<file path="src/rtl/mouse_ctrl_pkg.sv">
// Shared types and helpers for the per-frame mouse sampling controller.
package mouse_ctrl_pkg;

  localparam int unsigned POS_W = 12;

  typedef enum logic [2:0] {
    IDLE,
    CAPTURE,
    CLAMP,
    STEP,
    PRESENT
  } state_e;

  // Widened signed compares keep the bounds check free of constant-folded unsigned compares.
  function automatic logic [POS_W-1:0] clamp_pos(input logic [POS_W-1:0] x,
                                                 input logic [POS_W-1:0] lo,
                                                 input logic [POS_W-1:0] hi);
    logic signed [POS_W+1:0] xs;
    logic signed [POS_W+1:0] los;
    logic signed [POS_W+1:0] his;
    xs  = $signed({2'b00, x});
    los = $signed({2'b00, lo});
    his = $signed({2'b00, hi});
    if (xs < los) begin
      return lo;
    end else if (xs > his) begin
      return hi;
    end
    return x;
  endfunction

endpackage

</file>
<file path="src/rtl/button_debouncer.sv">
// Debounces a raw button level: a new level is accepted after DEB_CYCLES consecutive
// cycles of disagreement; rise_pulse marks the cycle the accepted level turned to 1.
module button_debouncer #(
  parameter int unsigned DEB_CYCLES = 4
) (
  input  logic pclk,
  input  logic rst,
  input  logic raw,
  output logic level,
  output logic rise_pulse
);

  localparam int unsigned CNT_W = (DEB_CYCLES > 1) ? $clog2(DEB_CYCLES) : 1;
  localparam logic [CNT_W-1:0] CNT_LAST = CNT_W'(DEB_CYCLES - 1);

  logic [CNT_W-1:0] cnt_q, cnt_d;
  logic             level_q, level_d;
  logic             rise_q, rise_d;

  always_comb begin
    cnt_d   = '0;
    level_d = level_q;
    rise_d  = 1'b0;
    if (raw != level_q) begin
      if (cnt_q == CNT_LAST) begin
        level_d = raw;
        rise_d  = raw;
      end else begin
        cnt_d = cnt_q + CNT_W'(1);
      end
    end
  end

  always_ff @(posedge pclk) begin
    if (rst) begin
      cnt_q   <= '0;
      level_q <= 1'b0;
      rise_q  <= 1'b0;
    end else begin
      cnt_q   <= cnt_d;
      level_q <= level_d;
      rise_q  <= rise_d;
    end
  end

  assign level      = level_q;
  assign rise_pulse = rise_q;

endmodule

</file>
<file path="src/rtl/mouse_sample_ctrl.sv">
// Per-frame mouse sampler: captures x and click once per frame, clamps and rate-limits x,
// and hands one sample per frame to game logic over valid/ready.
module mouse_sample_ctrl
  import mouse_ctrl_pkg::*;
#(
  parameter int unsigned X_MIN      = 0,
  parameter int unsigned X_MAX      = 400,
  parameter int unsigned X_INIT     = 100,
  parameter int unsigned MAX_STEP   = 16,
  parameter int unsigned DEB_CYCLES = 4
) (
  input  logic             pclk,
  input  logic             rst,
  input  logic             frame_tick,
  input  logic             mouse_left,
  input  logic [POS_W-1:0] mouse_xpos,
  input  logic             out_ready,
  output logic             out_valid,
  output logic [POS_W-1:0] player_x,
  output logic             jump_req,
  output logic             overrun
);

  localparam logic [POS_W-1:0]        X_MIN_V  = POS_W'(X_MIN);
  localparam logic [POS_W-1:0]        X_MAX_V  = POS_W'(X_MAX);
  localparam logic [POS_W-1:0]        X_INIT_V = POS_W'(X_INIT);
  localparam logic [POS_W-1:0]        STEP_V   = POS_W'(MAX_STEP);
  localparam logic signed [POS_W:0]   STEP_S   = (POS_W + 1)'(MAX_STEP);

  state_e           state_q, state_d;
  logic [POS_W-1:0] x_raw_q, x_raw_d;
  logic [POS_W-1:0] x_clamp_q, x_clamp_d;
  logic             x_jump_q, x_jump_d;
  logic [POS_W-1:0] player_x_q, player_x_d;
  logic             jump_q, jump_d;
  logic             valid_q, valid_d;
  logic             overrun_q, overrun_d;
  logic             pending_q, pending_d;
  logic             pend_clr;
  logic             btn_level, btn_rise;
  logic signed [POS_W:0] delta;
  logic [POS_W-1:0] x_step;

  button_debouncer #(
    .DEB_CYCLES(DEB_CYCLES)
  ) u_debounce (
    .pclk      (pclk),
    .rst       (rst),
    .raw       (mouse_left),
    .level     (btn_level),
    .rise_pulse(btn_rise)
  );

  // Rate limiter: move at most MAX_STEP toward the clamped target.
  always_comb begin
    delta = $signed({1'b0, x_clamp_q}) - $signed({1'b0, player_x_q});
    if (delta > STEP_S) begin
      x_step = player_x_q + STEP_V;
    end else if (delta < -STEP_S) begin
      x_step = player_x_q - STEP_V;
    end else begin
      x_step = x_clamp_q;
    end
  end

  always_comb begin
    state_d    = state_q;
    x_raw_d    = x_raw_q;
    x_clamp_d  = x_clamp_q;
    x_jump_d   = x_jump_q;
    player_x_d = player_x_q;
    jump_d     = jump_q;
    valid_d    = valid_q;
    pend_clr   = 1'b0;
    overrun_d  = frame_tick && (state_q != IDLE);
    unique case (state_q)
      IDLE: begin
        if (frame_tick) state_d = CAPTURE;
      end
      CAPTURE: begin
        x_raw_d  = mouse_xpos;
        x_jump_d = pending_q;
        state_d  = CLAMP;
      end
      CLAMP: begin
        x_clamp_d = clamp_pos(x_raw_q, X_MIN_V, X_MAX_V);
        state_d   = STEP;
      end
      STEP: begin
        player_x_d = x_step;
        jump_d     = x_jump_q;
        valid_d    = 1'b1;
        state_d    = PRESENT;
      end
      PRESENT: begin
        if (valid_q && out_ready) begin
          valid_d  = 1'b0;
          jump_d   = 1'b0;
          pend_clr = x_jump_q;
          state_d  = IDLE;
        end
      end
      default: state_d = IDLE;
    endcase
    // A click landing on the acceptance edge belongs to the next sample, so set wins.
    pending_d = (pending_q & ~pend_clr) | (btn_rise & btn_level);
  end

  always_ff @(posedge pclk) begin
    if (rst) begin
      state_q    <= IDLE;
      x_raw_q    <= '0;
      x_clamp_q  <= '0;
      x_jump_q   <= 1'b0;
      player_x_q <= X_INIT_V;
      jump_q     <= 1'b0;
      valid_q    <= 1'b0;
      overrun_q  <= 1'b0;
      pending_q  <= 1'b0;
    end else begin
      state_q    <= state_d;
      x_raw_q    <= x_raw_d;
      x_clamp_q  <= x_clamp_d;
      x_jump_q   <= x_jump_d;
      player_x_q <= player_x_d;
      jump_q     <= jump_d;
      valid_q    <= valid_d;
      overrun_q  <= overrun_d;
      pending_q  <= pending_d;
    end
  end

  assign out_valid = valid_q;
  assign player_x  = player_x_q;
  assign jump_req  = jump_q;
  assign overrun   = overrun_q;

endmodule

</file>
<file path="config.mk">
export PLATFORM = sky130hd
export DESIGN_NAME = mouse_sample_ctrl
export DESIGN_NICKNAME = d
export VERILOG_FILES = /design/src/rtl/mouse_ctrl_pkg.sv /design/src/rtl/button_debouncer.sv /design/src/rtl/mouse_sample_ctrl.sv
export SDC_FILE = /design/constraint.sdc
export NUM_CORES = 1
export LEC_CHECK = 0
export ABC_CLOCK_PERIOD_IN_PS = 4100
export CELL_PAD_IN_SITES_DETAIL_PLACEMENT = 0
export CELL_PAD_IN_SITES_GLOBAL_PLACEMENT = 2
export CORE_UTILIZATION = 33
export CTS_CLUSTER_SIZE = 28
export DETAILED_ROUTE_END_ITERATION = 8
export PLACE_DENSITY_LB_ADDON = 0.1
export SLEW_MARGIN = 20
export SYNTH_ARGS = -nofsm -noshare
export SYNTH_HDL_FRONTEND = slang
export SYNTH_SLANG_ARGS = --single-unit
</file>
<file path="constraint.sdc">
create_clock -name pclk -period 4.1 [get_ports pclk]
set_input_delay 0.82 -clock pclk [delete_from_list [all_inputs] [get_ports pclk]]
set_output_delay 0.82 -clock pclk [all_outputs]
set_load 0.01 [all_outputs]
</file>
==> impl_metrics.yaml <==
outcome:
  outcome: "finished clean"
synthesis:
  ys_ff_latch: 48
  synth.distinct_cells: 67
  yosys_most_used_dff: "dfxtp_1"
  yosys.area.top_type: "dfxtp_1"
  synth_top_family_by_area: "compound AO/OA/AOI/OAI gates"
  synth_adder_area_share_pct: 6.97
  synth_xor_area_share_pct: 2.94
  synth.area.mux_share_pct: 2.39
  synth_compound_area_share_pct: 24.7
  syn_inst: 378
  synth_nets: 411
  yosys.area_share.simple_pct: 24.4
  syn_area_um2: 2980
  yosys-top-cells-area: "dfxtp_1 32%, ha_1 6.3%, nand2_1 6.1%"
  ys_warn_count: 0
  ys_seq_area_share_pct: 32.3
  syn_avg_cell_area_um2: 7.88
  netlist.area_leader.share_pct: 32.3
  synth-async-reset-ratio_pct: 0
  synth_enable_flop_cells: 0
grt:
  antenna_found_initial: 0
  grt-ovfl-total: 0
  grt_use_total_pct: 16.1
  grt_pass1_wl_mm: 12.5
  grt_max_degree: 48
  grt_pass1_vias: 2583
finish:
  n_antenna_cell: 0
  fillers: 918
  instances_no_fill: 507
  multi_input_area_um2: 1830
  nNetsFinal: 431
  seq_area_um2: 961
  final_cell_mix: "48 x nand2_1, 48 x dfxtp_1, 39 x nor2_1"
  drive_above_1_share_pct: 6.27
  syn2layout_area_growth_pct: 16.7
routing:
  wl_mm: 7.46
  drt_iter0_markers: 113
  drc_errors: 0
  first_pass_iters: 4
  via_per_inst: 5.35
  vias: 2710
  wl_per_cell_um: 14.7
  drtAntennaViolNets: 0
clock_tree:
  cts_tree: "built"
  path_clk_slew_ps: 90
  clock_sinks: 48
  root_buffer: "clkbuf_8"
  htree_levels: 2
  cts_buffers: 5
  postCtsSetupBuffers: 0
  worstSkewPairLatency_ps: 300
  ctsResizeCount: 0
  clk_path_buf_depth: 2
  ctsHoldBuffers: 0
timing:
  min_period_ps: 3710
  slew_headroom_pct: 45.7
  fin_ws_ps: 390
  whs_ps: 425
  fin_crit_sh_pct: 90.5
  grt_setup_unrepaired: "no"
  worst_pin_slew_ps: 812
  skew_ps: 8.53
  drv_slew: 0
  fin_tns_setup_ps: 0
  setup_violations: 0
  hold_viol_final: 0
  clock.fmax_ghz: 0.270
power_and_ir_drop:
  p_leak_nw: 1.29
  internal_power_mw: 0.767
  pwr-share-seq_pct: 46.1
  swShare_pct: 29.0
  p_per_area_nw_per_um2: 311
  p_comb_share_pct: 19.8
  worst_ir_drop_vdd_v: 0.000154
  p_sw_mw: 0.314
  pwr-share-clk_pct: 34.1
critical_path:
  cp_slowest_cell: "o31a_1"
  rrSetupSlack_ps: 390
  end_kind: "register"
  crit_arrival_ps: 3900
  r2r_start: "player_x[7]"
  cpPeakStageDelay_ps: 520
  cp_num_buf_inv: 1
  crit_path_max_fanout: 13
  worst-setup-path-type: "reg -> reg"
  critPathTopFamily: "compound AO/OA/AOI/OAI gates"
  worst_r2r_endpoint: "player_x[5]"
  start_kind: "register"
  r2r_cells: 11
  required_ps: 4290
  crit_chain: "clkinv_1 > ha_1 > a21oi_2 > a21oi_1 > or3_1 > a211oi_1 > o2111ai_1 > o31a_1 > mux2_2 > a2111oi_1 > nor2_1"
place:
  gp_congestion: 0.898
  dp_slack_ps: 456
  dpl.cell_count: 499
  numPortBuffers: 31
  hpwl_mm: 5.49
min_path:
  hold_path_class: "reg -> reg"
  hold_depth: 1
  holdPathEnd: "u_debounce.cnt_q[0]"
  min-delay-start: "u_debounce.cnt_q[0]"
floorplan:
  rows: 34
  ios: 32
  die_w_um: 97.0
  die_h_um: 97.0
  core_area_um2: 8720
  start_util_pct: 34.1
  die-area_um2: 9410
job:
  maxCapViolCount: 0
-- power groups by stage --
| stage | sequential, mW | combinational [mW] | clock (mW) |
|---|---|---|---|
| floorplan | 0.504 | 0.162 | 0 |
| global placement | 0.510 | 0.215 | 0 |
| detailed placement | 0.510 | 0.215 | 0 |
| CTS | 0.499 | 0.215 | 0.382 |
| global route | 0.502 | 0.239 | 0.400 |
| finish | 0.499 | 0.214 | 0.369 |
-- per-layer routing --
layer | global-route usage (%) | routed length [um] | vias up
li1 | - | - | 1401
met1 | 21.6 | 3700 | 1256
met2 | 26.8 | 3490 | 46
met3 | 2.31 | 175 | 7
met4 | 4.59 | 86 | 0
met5 | 0 | 0 | -
-- cell families (layout without fill, tap and decap cells) --
| family | after synthesis | after routing |
|---|---|---|
| and+or+nand+nor | 152 | 152 |
| AOI/OAI and AO/OA | 98 | 98 |
| DFF | 48 | 48 |
| buffers and inverters | 47 | 68 |
| adders and majority gates | 16 | 16 |
| xor gates and xnor gates | 10 | 10 |
| muxes | 7 | 7 |
-- cells in the mapped netlist, drive strengths merged, types with 2 or more instances --
master / n
a2111oi: 3
a211o: 4
a211oi: 4
a21o: 3
a21oi: 26
a221oi: 5
a22oi: 6
a31oi: 9
and2: 5
and3: 3
buf: 7
clkbuf: 14
dfxtp: 48
ha: 15
inv: 25
mux2i: 6
nand2: 48
nand2b: 2
nand3: 13
nand3b: 3
nand4: 4
nor2: 40
nor3: 20
nor4: 3
o2111ai: 3
o211a: 2
o211ai: 3
o21ai: 14
o31a: 2
o41ai: 2
or3: 3
xnor2: 9
-- state kept, by name (all words and copies together) (netlist names) --
name	flops
x_raw_q	12
overrun	1
x_jump_q	1
u_debounce.rise_pulse	1
x_clamp_q	12
pending_q	1
jump_req	1
u_debounce.level	1
out_valid	1
state_q	3
u_debounce.cnt_q	2
player_x	12
-- worst max-delay path by stage --
stage | from | end | slack, ps | depth (start not counted)
finish | player_x[7] | player_x[5] | 390 | 11
global route | player_x[7] | player_x[5] | 70 | 11
CTS | player_x[7] | player_x[5] | 420 | 11
detailed placement | player_x[7] | player_x[5] | 460 | 11
global placement | player_x[7] | player_x[5] | 550 | 11
floorplan | player_x[7] | player_x[5] | 890 | 12
-- cell type report --
type                       instances  share of cell area, %
tap                              108                   3.89
clock buffer                       6                   2.38
clock inverter                     2                   1.12
timing repair buffer              34                   9.58
inverter                          26                   2.81
multi-input combinational        283                   52.6
sequential                        48                   27.6
-- stage by stage --
| stage | cell area (um2) | utilization [%] | power (mW) |
|---|---|---|---|
| 2_1_floorplan | 2980 | - | 0.666 |
| 3_3_place_gp | 3350 | 38.5 | 0.725 |
| 3_5_place_dp | 3350 | 38.5 | 0.725 |
| 4_1_cts | 3480 | 39.9 | 1.10 |
| 5_1_grt | 3480 | 39.9 | 1.14 |
| 6_report | 3480 | 39.9 | 1.08 |
-- worst register-to-register path: stages, from the launching register on --
cell,delay [ps]
dfxtp_1,360
clkinv_1,200
ha_1,480
a21oi_2,290
a21oi_1,90
or3_1,310
a211oi_1,360
o2111ai_1,190
o31a_1,520
mux2_2,350
a2111oi_1,370
nor2_1,60
(Power assumes the default switching activity.)
